===== config.mk =====
export PLATFORM = sky130hd
export DESIGN_NAME = codec_init_seq
export DESIGN_NICKNAME = d
export VERILOG_FILES = /design/src/rtl/codec_init_seq.sv
export SDC_FILE = /design/constraint.sdc
export NUM_CORES = 1
export LEC_CHECK = 0
export CAP_MARGIN = 15
export CELL_PAD_IN_SITES_DETAIL_PLACEMENT = 0
export CELL_PAD_IN_SITES_GLOBAL_PLACEMENT = 1
export CORE_UTILIZATION = 41
export DETAILED_ROUTE_END_ITERATION = 6
export PLACE_DENSITY_LB_ADDON = 0.1
export REMOVE_ABC_BUFFERS = 1
export SYNTH_ARGS = -nofsm -noshare
export SYNTH_HDL_FRONTEND = slang
export SYNTH_SLANG_ARGS = --single-unit

===== constraint.sdc =====
create_clock -name sys_clk -period 2.39 [get_ports sys_clk]
set_input_delay 0.5975 -clock sys_clk [delete_from_list [all_inputs] [get_ports sys_clk]]
set_output_delay 0.5975 -clock sys_clk [all_outputs]
set_load 0.05 [all_outputs]

===== src/rtl/codec_init_seq.sv =====
// codec_init_seq: sequences a 9-entry codec register table through a 3-byte I2C writer, then serves host writes
//   sys_clk, rst_n (async active-low)          clock / reset
//   start                                      rising edge in IDLE/DONE/ERR (re)starts the init table
//   host_req, host_reg, host_data, host_ack    runtime write request held until the one-cycle ack
//   wr_addr, wr_reg, wr_data, wr_req, wr_done  writer handshake, fields held from wr_req to wr_done
//   busy, init_done, error, err_index          status; err_index is the timed-out entry or 4'hF for a host write
module codec_init_seq #(
  parameter logic [7:0] DEV_ADDR   = 8'h34,
  parameter int         GAP_CYCLES = 16,
  parameter int         TIMEOUT    = 65535
) (
  input  logic       sys_clk,
  input  logic       rst_n,
  input  logic       start,
  input  logic       host_req,
  input  logic [7:0] host_reg,
  input  logic [7:0] host_data,
  output logic       host_ack,
  output logic [7:0] wr_addr,
  output logic [7:0] wr_reg,
  output logic [7:0] wr_data,
  output logic       wr_req,
  input  logic       wr_done,
  output logic       busy,
  output logic       init_done,
  output logic       error,
  output logic [3:0] err_index
);
  typedef enum logic [3:0] {IDLE, ISSUE, WAIT, GAP, DONE, ERR, HISSUE, HWAIT, HGAP} state_t;
  state_t      state, nxt;
  logic        start_q;
  logic [3:0]  idx;
  logic [15:0] tcnt, gcnt, rom;
  logic        start_rise, tout, gend;
  assign start_rise = start & ~start_q;
  assign tout       = tcnt == 16'(TIMEOUT);
  assign gend       = gcnt == 16'(GAP_CYCLES - 1);
  assign busy       = !(state == IDLE || state == DONE || state == ERR);
  assign init_done  = state == DONE;
  assign error      = state == ERR;
  always_comb
    case (idx)
      4'd0:    rom = 16'h1E00;
      4'd1:    rom = 16'h0C00;
      4'd2:    rom = 16'h0E02;
      4'd3:    rom = 16'h1000;
      4'd4:    rom = 16'h0A00;
      4'd5:    rom = 16'h0812;
      4'd6:    rom = 16'h0017;
      4'd7:    rom = 16'h0217;
      4'd8:    rom = 16'h1201;
      default: rom = 16'h0000;
    endcase
  // start beats a simultaneous host_req in DONE; the host request simply stays pending
  always_comb begin
    nxt = state;
    case (state)
      IDLE, ERR: nxt = start_rise ? ISSUE : state;
      DONE:      nxt = start_rise ? ISSUE : host_req ? HISSUE : DONE;
      ISSUE:     nxt = WAIT;
      WAIT:      nxt = wr_done ? GAP : tout ? ERR : WAIT;
      GAP:       nxt = !gend ? GAP : idx == 4'd8 ? DONE : ISSUE;
      HISSUE:    nxt = HWAIT;
      HWAIT:     nxt = wr_done ? HGAP : tout ? ERR : HWAIT;
      HGAP:      nxt = gend ? DONE : HGAP;
      default:   nxt = IDLE;
    endcase
  end
  // wr_req is registered, so it rises the cycle after ISSUE/HISSUE together with the loaded fields
  always_ff @(posedge sys_clk or negedge rst_n)
    if (!rst_n) begin
      state     <= IDLE;
      start_q   <= 1'b0;
      idx       <= 4'd0;
      tcnt      <= 16'd0;
      gcnt      <= 16'd0;
      wr_req    <= 1'b0;
      host_ack  <= 1'b0;
      err_index <= 4'd0;
      wr_addr   <= 8'd0;
      wr_reg    <= 8'd0;
      wr_data   <= 8'd0;
    end else begin
      state    <= nxt;
      start_q  <= start;
      wr_req   <= state == ISSUE || state == HISSUE;
      host_ack <= state == HWAIT && nxt != HWAIT;
      tcnt     <= (state == ISSUE || state == HISSUE) ? 16'd0 :
                  ((state == WAIT || state == HWAIT) && !tout) ? tcnt + 16'd1 : tcnt;
      gcnt     <= (state == GAP || state == HGAP) ? gcnt + 16'd1 : 16'd0;
      if (nxt == ISSUE) idx <= state == GAP ? idx + 4'd1 : 4'd0;
      if (state == ISSUE) {wr_addr, wr_reg, wr_data} <= {DEV_ADDR, rom};
      if (state == DONE && nxt == HISSUE) {wr_addr, wr_reg, wr_data} <= {DEV_ADDR, host_reg, host_data};
      if (nxt == ERR && state != ERR) err_index <= state == HWAIT ? 4'hF : idx;
    end
endmodule


==> impl_results.html, run 1 <==
<table>
<tr><th>Metric</th><th>Value</th></tr>
<tr><th colspan="2">Detailed routing</th></tr>
<tr><td>Routed Antenna Nets</td><td>0</td></tr>
<tr><td>Overall routed net length</td><td>7361 um</td></tr>
<tr><td>Detailed Route Iter0 Violations</td><td>130</td></tr>
<tr><td>Count of unresolved DRC violations after routing</td><td>0</td></tr>
<tr><td>Post-detailed-route wirelength per cell</td><td>13.34 um</td></tr>
<tr><td>Detailed-routing iteration count for the pre-antenna-repair pass</td><td>5</td></tr>
<tr><td>Total via count after detailed routing</td><td>2748</td></tr>
<tr><td>Number of vias per cell</td><td>4.978</td></tr>
<tr><th colspan="2">Worst setup path</th></tr>
<tr><td>First element of the critical path</td><td>start</td></tr>
<tr><td>Required time worst endpoint</td><td>2.60 ns</td></tr>
<tr><td>Critical path class</td><td>in -&gt; reg</td></tr>
<tr><td>Worst EP arrival</td><td>2.57 ns</td></tr>
<tr><td>Register-to-register setup slack</td><td>0.05 ns</td></tr>
<tr><td>Kind of capture point of the worst setup path</td><td>flip-flop</td></tr>
<tr><td>Worst r2r path cells</td><td>8</td></tr>
<tr><td>Critical path capture point</td><td>err_index[2]</td></tr>
<tr><td>Critical register-to-register path endpoint</td><td>err_index[2]</td></tr>
<tr><td>Max Fanout on Critical Path</td><td>4</td></tr>
<tr><td>Critical register-to-register path startpoint</td><td>tcnt[0]</td></tr>
<tr><td>Worst Setup Start Kind</td><td>input pin</td></tr>
<tr><th colspan="2">Hold path</th></tr>
<tr><td>Worst Hold Class</td><td>in -&gt; async</td></tr>
<tr><th colspan="2">STA</th></tr>
<tr><td>Final Critical Period</td><td>2.357 ns</td></tr>
<tr><td>Final number of max-transition violations</td><td>0</td></tr>
<tr><td>Worst-case setup margin in the final layout</td><td>0.03292 ns</td></tr>
<tr><td>Worst Hold Margin</td><td>0.1661 ns</td></tr>
<tr><td>Post-Route Setup TNS</td><td>0 ns</td></tr>
<tr><td>Worst-case clock skew</td><td>0.01161 ns</td></tr>
<tr><td>Final Cycle Share</td><td>98.62%</td></tr>
<tr><td>Worst slew margin relative to its limit</td><td>58.25%</td></tr>
<tr><td>Highest achievable clock rate</td><td>424.3 MHz</td></tr>
<tr><td>Hold Vio Cnt, Final</td><td>0</td></tr>
<tr><td>Setup repair after global routing missed its margin</td><td>yes</td></tr>
<tr><td>Tightest Pin Transition</td><td>0.6197 ns</td></tr>
<tr><td>Setup Viol. Count Final</td><td>0</td></tr>
<tr><th colspan="2">Yosys</th></tr>
<tr><td>Synth Instances</td><td>353</td></tr>
<tr><td>Top FF cell, synth</td><td>sky130_fd_sc_hd__dfrtp_1</td></tr>
<tr><td>Leading post-synthesis cells by cell area</td><td>sky130_fd_sc_hd__dfrtp_1, sky130_fd_sc_hd__nand2_1, sky130_fd_sc_hd__nor2_1, sky130_fd_sc_hd__xor2_1, sky130_fd_sc_hd__nand3_1</td></tr>
<tr><td>Compound-cell area share of the yosys netlist</td><td>7.438%</td></tr>
<tr><td>Fraction of the mapped netlist area in simple logic gates</td><td>26.78%</td></tr>
<tr><td>Syn Area/Cell</td><td>9.435 um^2</td></tr>
<tr><td>Post-synthesis sequential element count</td><td>64</td></tr>
<tr><td>Number of distinct library cells after synthesis</td><td>50</td></tr>
<tr><td>Area share of xor/xnor cells in the synthesized design</td><td>7.100%</td></tr>
<tr><td>Adder-cell share of the synthesized area</td><td>2.630%</td></tr>
<tr><td>Library cell with the largest summed area after synthesis</td><td>sky130_fd_sc_hd__dfrtp_1</td></tr>
<tr><td>EDFF count, synth</td><td>0</td></tr>
<tr><td>Total standard cell area after synthesis</td><td>0.003331 mm^2</td></tr>
<tr><td>Fraction of synthesized area in multiplexers</td><td>3.193%</td></tr>
<tr><td>Main combinational cell family by area after synthesis</td><td>simple AND/OR/NAND/NOR gates</td></tr>
<tr><td>FFs w/ async S/R, synth</td><td>100.0%</td></tr>
<tr><td>Share of synthesized area occupied by flip-flops and latches</td><td>48.08%</td></tr>
<tr><td>Fraction of post-synthesis cell area in the top cell type by area</td><td>48.08%</td></tr>
<tr><td>Total of warnings raised by yosys</td><td>0</td></tr>
<tr><th colspan="2">Flow run</th></tr>
<tr><td>Number of maximum-capacitance constraint violations</td><td>0</td></tr>
<tr><th colspan="2">Clocking</th></tr>
<tr><td>CTS tree</td><td>done</td></tr>
<tr><td>Hold buffer count at cts</td><td>0</td></tr>
<tr><td>Number of levels the H-tree was split into</td><td>3</td></tr>
<tr><td>Total clock sinks</td><td>64</td></tr>
<tr><td>Clock network latency to the later pin of the worst-skew pair</td><td>0.34 ns</td></tr>
<tr><td>Clock-pin transition on the worst setup and hold timing paths</td><td>0.08 ns</td></tr>
<tr><td>Largest buffer count on any clock path</td><td>2</td></tr>
<tr><td>CTS buffer count</td><td>9</td></tr>
<tr><td>CTS root buffer</td><td>sky130_fd_sc_hd__clkbuf_8</td></tr>
<tr><th colspan="2">GRT</th></tr>
<tr><td>Wire length of the first global-routing pass</td><td>12770 um</td></tr>
<tr><td>Largest net degree at the start of global routing</td><td>52</td></tr>
<tr><td>Met3 global-route usage</td><td>4.561%</td></tr>
<tr><td>Total congestion overflow</td><td>0</td></tr>
<tr><td>Vias in the first global route</td><td>2704</td></tr>
<tr><td>Antenna violations before repair</td><td>0</td></tr>
<tr><td>GR met1 Demand/Resource</td><td>24.53%</td></tr>
<tr><td>Met2 Usage GRT</td><td>32.21%</td></tr>
<tr><td>Overall track demand over capacity in global routing</td><td>19.30%</td></tr>
<tr><td>Most congested layer reported by global routing</td><td>met2</td></tr>
<tr><th colspan="2">Layout</th></tr>
<tr><td>Antenna diode count</td><td>0</td></tr>
<tr><td>Number of nets in the layout</td><td>473</td></tr>
<tr><td>Largest regs</td><td>gcnt x16, tcnt x16</td></tr>
<tr><td>Final standard cell utilization of the core</td><td>56.91%</td></tr>
<tr><td>Layout filler cell count</td><td>741</td></tr>
<tr><td>Area of all placed cells without fillers</td><td>0.004443 mm^2</td></tr>
<tr><td>Fraction of final layout cells with drive strength greater than 1</td><td>20.00%</td></tr>
<tr><td>Area overhead of the layout relative to synthesis</td><td>33.40%</td></tr>
<tr><td>Non-filler instance count after layout</td><td>552</td></tr>
<tr><th colspan="2">Power</th></tr>
<tr><td>Largest voltage drop on the vdd net</td><td>332.9 uV</td></tr>
<tr><td>Total power of the final layout</td><td>3.816 mW</td></tr>
<tr><td>Leakage power</td><td>2.071 nW</td></tr>
<tr><td>Power density cells</td><td>858.9 mW/mm^2</td></tr>
<tr><th colspan="2">Place</th></tr>
<tr><td>Port bufs</td><td>48</td></tr>
<tr><td>Placer's final routability congestion estimate</td><td>0.8081</td></tr>
<tr><td>Cell Area, Placed</td><td>0.004188 mm^2</td></tr>
<tr><td>Detailed Place HPWL</td><td>5283 um</td></tr>
<tr><td>Placed cell count</td><td>529</td></tr>
<tr><td>Setup slack at placement</td><td>-0.3031 ns</td></tr>
<tr><th colspan="2">Outcome</th></tr>
<tr><td>Run status</td><td>finished clean</td></tr>
<tr><th colspan="2">Die</th></tr>
<tr><td>Die Area</td><td>0.008488 mm^2</td></tr>
<tr><td>Starting density of the core</td><td>42.66%</td></tr>
<tr><td>DIE HEIGHT</td><td>92.13 um</td></tr>
<tr><td>Core area</td><td>0.007807 mm^2</td></tr>
<tr><td>Site Rows</td><td>32</td></tr>
<tr><td>Boundary Pins</td><td>54</td></tr>
<tr><td>Die X</td><td>92.13 um</td></tr>
</table>
==> layout by cell type (no fill, tap or decap), drive strengths merged, types with 5 or more instances in the layout <==
master	count
buf	55
nand2	49
nand4	6
clkdlybuf4s50	44
and3	5
clkbuf	12
nor4	8
inv	9
a21oi	13
xor2	18
dfrtp	64
nor3	6
nand3	21
nor2	50
mux2	5
conb	5
xnor2	9
ha	7
o21ai	10
mux2i	5
==> area by class of cell <==
type,count,area [um^2],area share (%)
Multi-Input combinational cell,262,1608,36.19
Sequential cell,64,1602,36.05
Timing Repair Buffer,99,888.4,19.99
Clock buffer,12,155.1,3.492
Tap cell,102,127.6,2.872
Inverter,9,33.78,0.7603
Clock inverter,4,28.78,0.6477
==> synth_stat cells (2+ instances only) <==
cell type	n
sky130_fd_sc_hd__nor2_1	49
sky130_fd_sc_hd__nor3b_1	3
sky130_fd_sc_hd__nand3_1	21
sky130_fd_sc_hd__dfrtp_1	64
sky130_fd_sc_hd__ha_1	7
sky130_fd_sc_hd__buf_2	4
sky130_fd_sc_hd__nor2b_1	3
sky130_fd_sc_hd__nor4b_1	4
sky130_fd_sc_hd__mux2i_1	5
sky130_fd_sc_hd__nand3b_1	3
sky130_fd_sc_hd__nand2_1	49
sky130_fd_sc_hd__and4_1	3
sky130_fd_sc_hd__o21ai_0	9
sky130_fd_sc_hd__nor3_1	5
sky130_fd_sc_hd__nand2b_1	4
sky130_fd_sc_hd__and2_1	3
sky130_fd_sc_hd__and3_1	5
sky130_fd_sc_hd__clkbuf_1	10
sky130_fd_sc_hd__nor4_4	2
sky130_fd_sc_hd__xor2_1	18
sky130_fd_sc_hd__a21oi_1	13
sky130_fd_sc_hd__or3_1	3
sky130_fd_sc_hd__xnor2_1	9
sky130_fd_sc_hd__a31oi_1	3
sky130_fd_sc_hd__buf_4	7
sky130_fd_sc_hd__nor4_1	6
sky130_fd_sc_hd__mux2_2	5
sky130_fd_sc_hd__inv_1	9
sky130_fd_sc_hd__a211oi_1	2
sky130_fd_sc_hd__nand4_1	5
==> critical path: stages <==
cell and delay [ns]:
sky130_fd_sc_hd__clkdlybuf4s50_1 0.49, sky130_fd_sc_hd__nand2b_1 0.10, sky130_fd_sc_hd__a211oi_1 0.28, sky130_fd_sc_hd__a22oi_1 0.11, sky130_fd_sc_hd__a21boi_1 0.19, sky130_fd_sc_hd__nor4_4 0.42, sky130_fd_sc_hd__mux2_2 0.38
==> routing by layer <==
layer | vias up | share of wire, %
met3 | 9 | 2.6
met5 | - | 0
met4 | 0 | 1.1
met1 | 1316 | 47
li1 | 1378 | -
met2 | 45 | 49
==> where the power goes <==
group / internal [mW] / switching, mW
registers: 1.23 / 0.124
logic: 0.671 / 0.939
clock network: 0.433 / 0.420
total: 2.33 / 1.48
==> logic make-up (layout without fill, tap and decap cells) <==
kind of cell	count (synthesis)	after routing
AND/OR/NAND/NOR	175	175
AO/OA/AOI/OAI	38	38
XOR/XNOR	27	27
adder cells (fa/ha/maj)	7	7
flip-flops	64	64
other	1	5
buffers and inverters	31	124
multiplexers	10	10
==> worst min-delay path by stage <==
stage | from | endpoint | slack (ns) | depth (start not counted)
6_report | rst_n | tcnt[0] | 0.17 | 1
2_1_floorplan | rst_n | err_index[0] | 0.30 | 0
3_3_place_gp | wr_data[5] | wr_data[5] | 0.48 | 2
3_5_place_dp | wr_data[7] | wr_data[7] | 0.48 | 2
4_1_cts | rst_n | tcnt[0] | 0.16 | 1
5_1_grt | rst_n | tcnt[0] | 0.17 | 1
==> what timing repair did <==
action,CTS,global route
gates resized for setup,0,4
endpoints found under the setup margin,4,7
pin swaps,1,1
buffers inserted,0,7
(Power assumes the default switching activity.)
==> run 2: changes to the inputs <==
- SLEW_MARGIN: not set -> 20
==> results of run 2 <==
No change in the layout: final DEF, timing and power equal those of run 1.
==> run 3: changes to the inputs <==
- CAP_MARGIN: 15 -> not set
- CORE_MARGIN: not set -> 8
==> run 3 against run 2 <==
Clock power rose by 25%. Core utilization fell by 1.4 points. Critical path depth rose by 2. Routed wire length rose by 3.1%. Final cell count did not move. Die area rose by 33%. Sequential power barely moved. Critical endpoint is now err_index[1].
==> impl_results.html, run 3 (synthesis gave the netlist of run 1 again) <==
<table>
<tr><th>Metric</th><th>Value</th></tr>
<tr><th colspan="2">Clocking</th></tr>
<tr><td>Clock network latency to the later pin of the worst-skew pair</td><td>0.34 ns (about the same)</td></tr>
<tr><td>Largest buffer count on any clock path</td><td>2 (unchanged)</td></tr>
<tr><td>Number of levels the H-tree was split into</td><td>3 (unchanged)</td></tr>
<tr><td>CTS tree</td><td>done</td></tr>
<tr><td>CTS root buffer</td><td>sky130_fd_sc_hd__clkbuf_8</td></tr>
<tr><td>Total clock sinks</td><td>64 (unchanged)</td></tr>
<tr><td>Clock-pin transition on the worst setup and hold timing paths</td><td>0.08 ns (about the same)</td></tr>
<tr><td>Hold buffer count at cts</td><td>0 (unchanged)</td></tr>
<tr><td>CTS buffer count</td><td>9 (unchanged)</td></tr>
<tr><th colspan="2">Detailed routing</th></tr>
<tr><td>Total via count after detailed routing</td><td>2705 (-1.6%)</td></tr>
<tr><td>Detailed Route Iter0 Violations</td><td>80 (-38%)</td></tr>
<tr><td>Post-detailed-route wirelength per cell</td><td>13.75 um (+3.1%)</td></tr>
<tr><td>Metal-1 WL</td><td>3321 um (-4.3%)</td></tr>
<tr><td>Detailed route wirelength on metal3</td><td>383 um (+100%)</td></tr>
<tr><td>Count of unresolved DRC violations after routing</td><td>0 (unchanged)</td></tr>
<tr><td>Overall routed net length</td><td>7590 um (+3.1%)</td></tr>
<tr><td>Routed Antenna Nets</td><td>0 (unchanged)</td></tr>
<tr><td>Detail Route met2 WL</td><td>3750 um (+3.7%)</td></tr>
<tr><td>Number of vias per cell</td><td>4.900 (-1.6%)</td></tr>
<tr><td>Detailed-routing iteration count for the pre-antenna-repair pass</td><td>4 (-1)</td></tr>
<tr><td>Top Layer Used</td><td>met4</td></tr>
<tr><th colspan="2">GRT</th></tr>
<tr><td>Total congestion overflow</td><td>0 (unchanged)</td></tr>
<tr><td>Vias in the first global route</td><td>2740 (+1.3%)</td></tr>
<tr><td>Overall track demand over capacity in global routing</td><td>14.11% (-5.2 points)</td></tr>
<tr><td>Wire length of the first global-routing pass</td><td>12990 um (+1.7%)</td></tr>
<tr><td>Largest net degree at the start of global routing</td><td>65 (+25%)</td></tr>
<tr><td>Antenna violations before repair</td><td>0 (unchanged)</td></tr>
<tr><th colspan="2">Layout</th></tr>
<tr><td>Commonest cells after routing, fill and taps aside</td><td>sky130_fd_sc_hd__dfrtp_1, sky130_fd_sc_hd__nor2_1, sky130_fd_sc_hd__nand2_1</td></tr>
<tr><td>Area overhead of the layout relative to synthesis</td><td>34.26%</td></tr>
<tr><td>Antenna diode count</td><td>0 (unchanged)</td></tr>
<tr><td>Fraction of final layout cells with drive strength greater than 1</td><td>19.91% (-0.089 points)</td></tr>
<tr><td>Non-filler instance count after layout</td><td>552 (unchanged)</td></tr>
<tr><td>Leading cell type in the layout, fill and taps excluded</td><td>sky130_fd_sc_hd__dfrtp_1</td></tr>
<tr><td>Area of all placed cells without fillers</td><td>0.004472 mm^2 (+0.65%)</td></tr>
<tr><td>Largest regs</td><td>gcnt x16, tcnt x16</td></tr>
<tr><td>Number of nets in the layout</td><td>470 (-0.63%)</td></tr>
<tr><th colspan="2">STA</th></tr>
<tr><td>Tightest Pin Transition</td><td>0.5800 ns (-0.03971 ns)</td></tr>
<tr><td>Final Critical Period</td><td>2.321 ns (-0.03583 ns)</td></tr>
<tr><td>Final number of max-transition violations</td><td>0 (unchanged)</td></tr>
<tr><td>Worst-case clock skew</td><td>0.01433 ns (+0.002719 ns)</td></tr>
<tr><td>Worst Hold Margin</td><td>0.2411 ns (+0.07498 ns)</td></tr>
<tr><td>Hold Vio Cnt, Final</td><td>0 (unchanged)</td></tr>
<tr><td>Worst slew margin relative to its limit</td><td>60.93% (+2.7 points)</td></tr>
<tr><td>Setup repair after global routing missed its margin</td><td>yes</td></tr>
<tr><td>Setup Viol. Count Final</td><td>0 (unchanged)</td></tr>
<tr><td>Highest achievable clock rate</td><td>430.8 MHz (+1.5%)</td></tr>
<tr><td>Final Cycle Share</td><td>97.12% (-1.5 points)</td></tr>
<tr><th colspan="2">Worst setup path</th></tr>
<tr><td>Required time worst endpoint</td><td>2.61 ns (about the same)</td></tr>
<tr><td>Series of cell instances along the critical path</td><td>ha_2 -&gt; nand4_1 -&gt; nor4_4 -&gt; buf_4 -&gt; and2_4 -&gt; o211ai_4 -&gt; nor4_4 -&gt; buf_4 -&gt; mux2_2</td></tr>
<tr><td>Kind of cell adding the most delay to the critical path</td><td>simple AND/OR/NAND/NOR gates</td></tr>
<tr><td>Max Fanout on Critical Path</td><td>4 (unchanged)</td></tr>
<tr><td>Worst Setup Start Kind</td><td>flip-flop</td></tr>
<tr><td>Critical path's largest stage delay</td><td>0.37 ns (-0.12 ns)</td></tr>
<tr><td>Critical path class</td><td>reg -&gt; reg</td></tr>
<tr><td>Worst EP arrival</td><td>2.54 ns (-0.03 ns)</td></tr>
<tr><td>Kind of capture point of the worst setup path</td><td>flip-flop</td></tr>
<tr><td>Buffer and inverter count on the worst path</td><td>2 (+1)</td></tr>
<tr><td>Max stage delay cell, worst path</td><td>sky130_fd_sc_hd__dfrtp_1</td></tr>
<tr><th colspan="2">Die</th></tr>
<tr><td>Die X</td><td>106.1 um (+15%)</td></tr>
<tr><td>Starting density of the core</td><td>41.37% (-1.3 points)</td></tr>
<tr><td>Core area</td><td>0.008051 mm^2 (+3.1%)</td></tr>
<tr><td>Boundary Pins</td><td>54 (unchanged)</td></tr>
<tr><td>Die Area</td><td>0.01126 mm^2 (+33%)</td></tr>
<tr><td>DIE HEIGHT</td><td>106.1 um (+15%)</td></tr>
<tr><td>Site Rows</td><td>33 (+3.1%)</td></tr>
<tr><th colspan="2">Place</th></tr>
<tr><td>Placed cell count</td><td>533 (+0.76%)</td></tr>
<tr><td>Placer's final routability congestion estimate</td><td>0.8118 (+0.46%)</td></tr>
<tr><td>Cell Area, Placed</td><td>0.004199 mm^2 (+0.27%)</td></tr>
<tr><td>Detailed Place HPWL</td><td>5466 um (+3.5%)</td></tr>
<tr><td>Port bufs</td><td>48 (unchanged)</td></tr>
<tr><th colspan="2">Flow run</th></tr>
<tr><td>Number of maximum-capacitance constraint violations</td><td>0 (unchanged)</td></tr>
<tr><th colspan="2">Hold path</th></tr>
<tr><td>Worst Hold Class</td><td>in -&gt; async</td></tr>
<tr><th colspan="2">Power</th></tr>
<tr><td>Total power of the final layout</td><td>4.052 mW (+6.2%)</td></tr>
<tr><td>Power density cells</td><td>906.1 mW/mm^2 (+5.5%)</td></tr>
<tr><td>Largest voltage drop on the vdd net</td><td>457.3 uV (+37%)</td></tr>
<tr><td>Leakage power</td><td>2.089 nW (+0.86%)</td></tr>
<tr><th colspan="2">Outcome</th></tr>
<tr><td>Run status</td><td>finished clean</td></tr>
</table>
## run 3: cell count changes in the layout (fill, tap and decap cells not counted), sizes merged
cell      previous run  this run
buf                 55        52
clkbuf              12        11
clkinvlp             2         0
clkinv               2         3
bufinv               0         2
## run 3: final cells by class
cell class                 instances  area, um^2
multi-input combinational        262        1609
timing repair buffer              96       865.8
tap                              105       131.4
clock inverter                     5       78.83
inverter                           9       33.78
sequential                        64        1602
clock buffer                      11       151.4
fill                             736        3580
## run 3: through the flow
stage / TNS, ns / setup slack, ns / utilization (%)
2_1_floorplan: -31.49 / -1.260 / -
3_3_place_gp: -1.773 / -0.2626 / 52.15
3_5_place_dp: -2.025 / -0.2890 / 52.15
4_1_cts: 0 / 0.01107 / 55.01
5_1_grt: -0.1465 / -0.04405 / 55.54
6_report: 0 / 0.06875 / 55.54
## run 3: final timing paths
path	cells after the start	start	endpoint	slack, ns
worst min-delay path	2	rst_n	start_q	0.24
max in group asynchronous	2	rst_n	wr_reg[4]	1.85
worst min register to register	2	wr_reg[7]	wr_reg[7]	0.50
worst max-delay path	9	tcnt[1]	err_index[1]	0.07
min in group sys_clk	2	wr_reg[7]	wr_reg[7]	0.50
worst max register to register	9	tcnt[1]	err_index[1]	0.07
## run 3: worst register-to-register path, delay by kind of cell, from the launching register on
kind,cells,cell delay [ns]
AND/OR/NAND/NOR,4,0.86
flip-flops,1,0.37
buffers and inverters,2,0.36
multiplexers,1,0.33
adder cells (fa/ha/maj),1,0.19
AO/OA/AOI/OAI,1,0.10
## run 3: repair_timing
action                     4_1_cts  5_1_grt
gates resized for setup          0        5
hold endpoints to repair         0        0
buffers inserted                 0        3
setup endpoints to repair        0        5
## run 3: report_power, final
group / internal (mW) / total, mW / leakage, nW / switching [mW]
clock: 0.643 / 1.07 / 0.119 / 0.429
combinational: 0.676 / 1.64 / 1.11 / 0.960
sequential: 1.23 / 1.34 / 0.860 / 0.117
total: 2.55 / 4.05 / 2.09 / 1.51
## run 3: metal layers
metal	global-route usage [%]	vias to the layer above
li1	-	1366
met1	17.35	1276
met2	23.24	49
met3	3.388	14
met4	5.829	0
met5	0	-
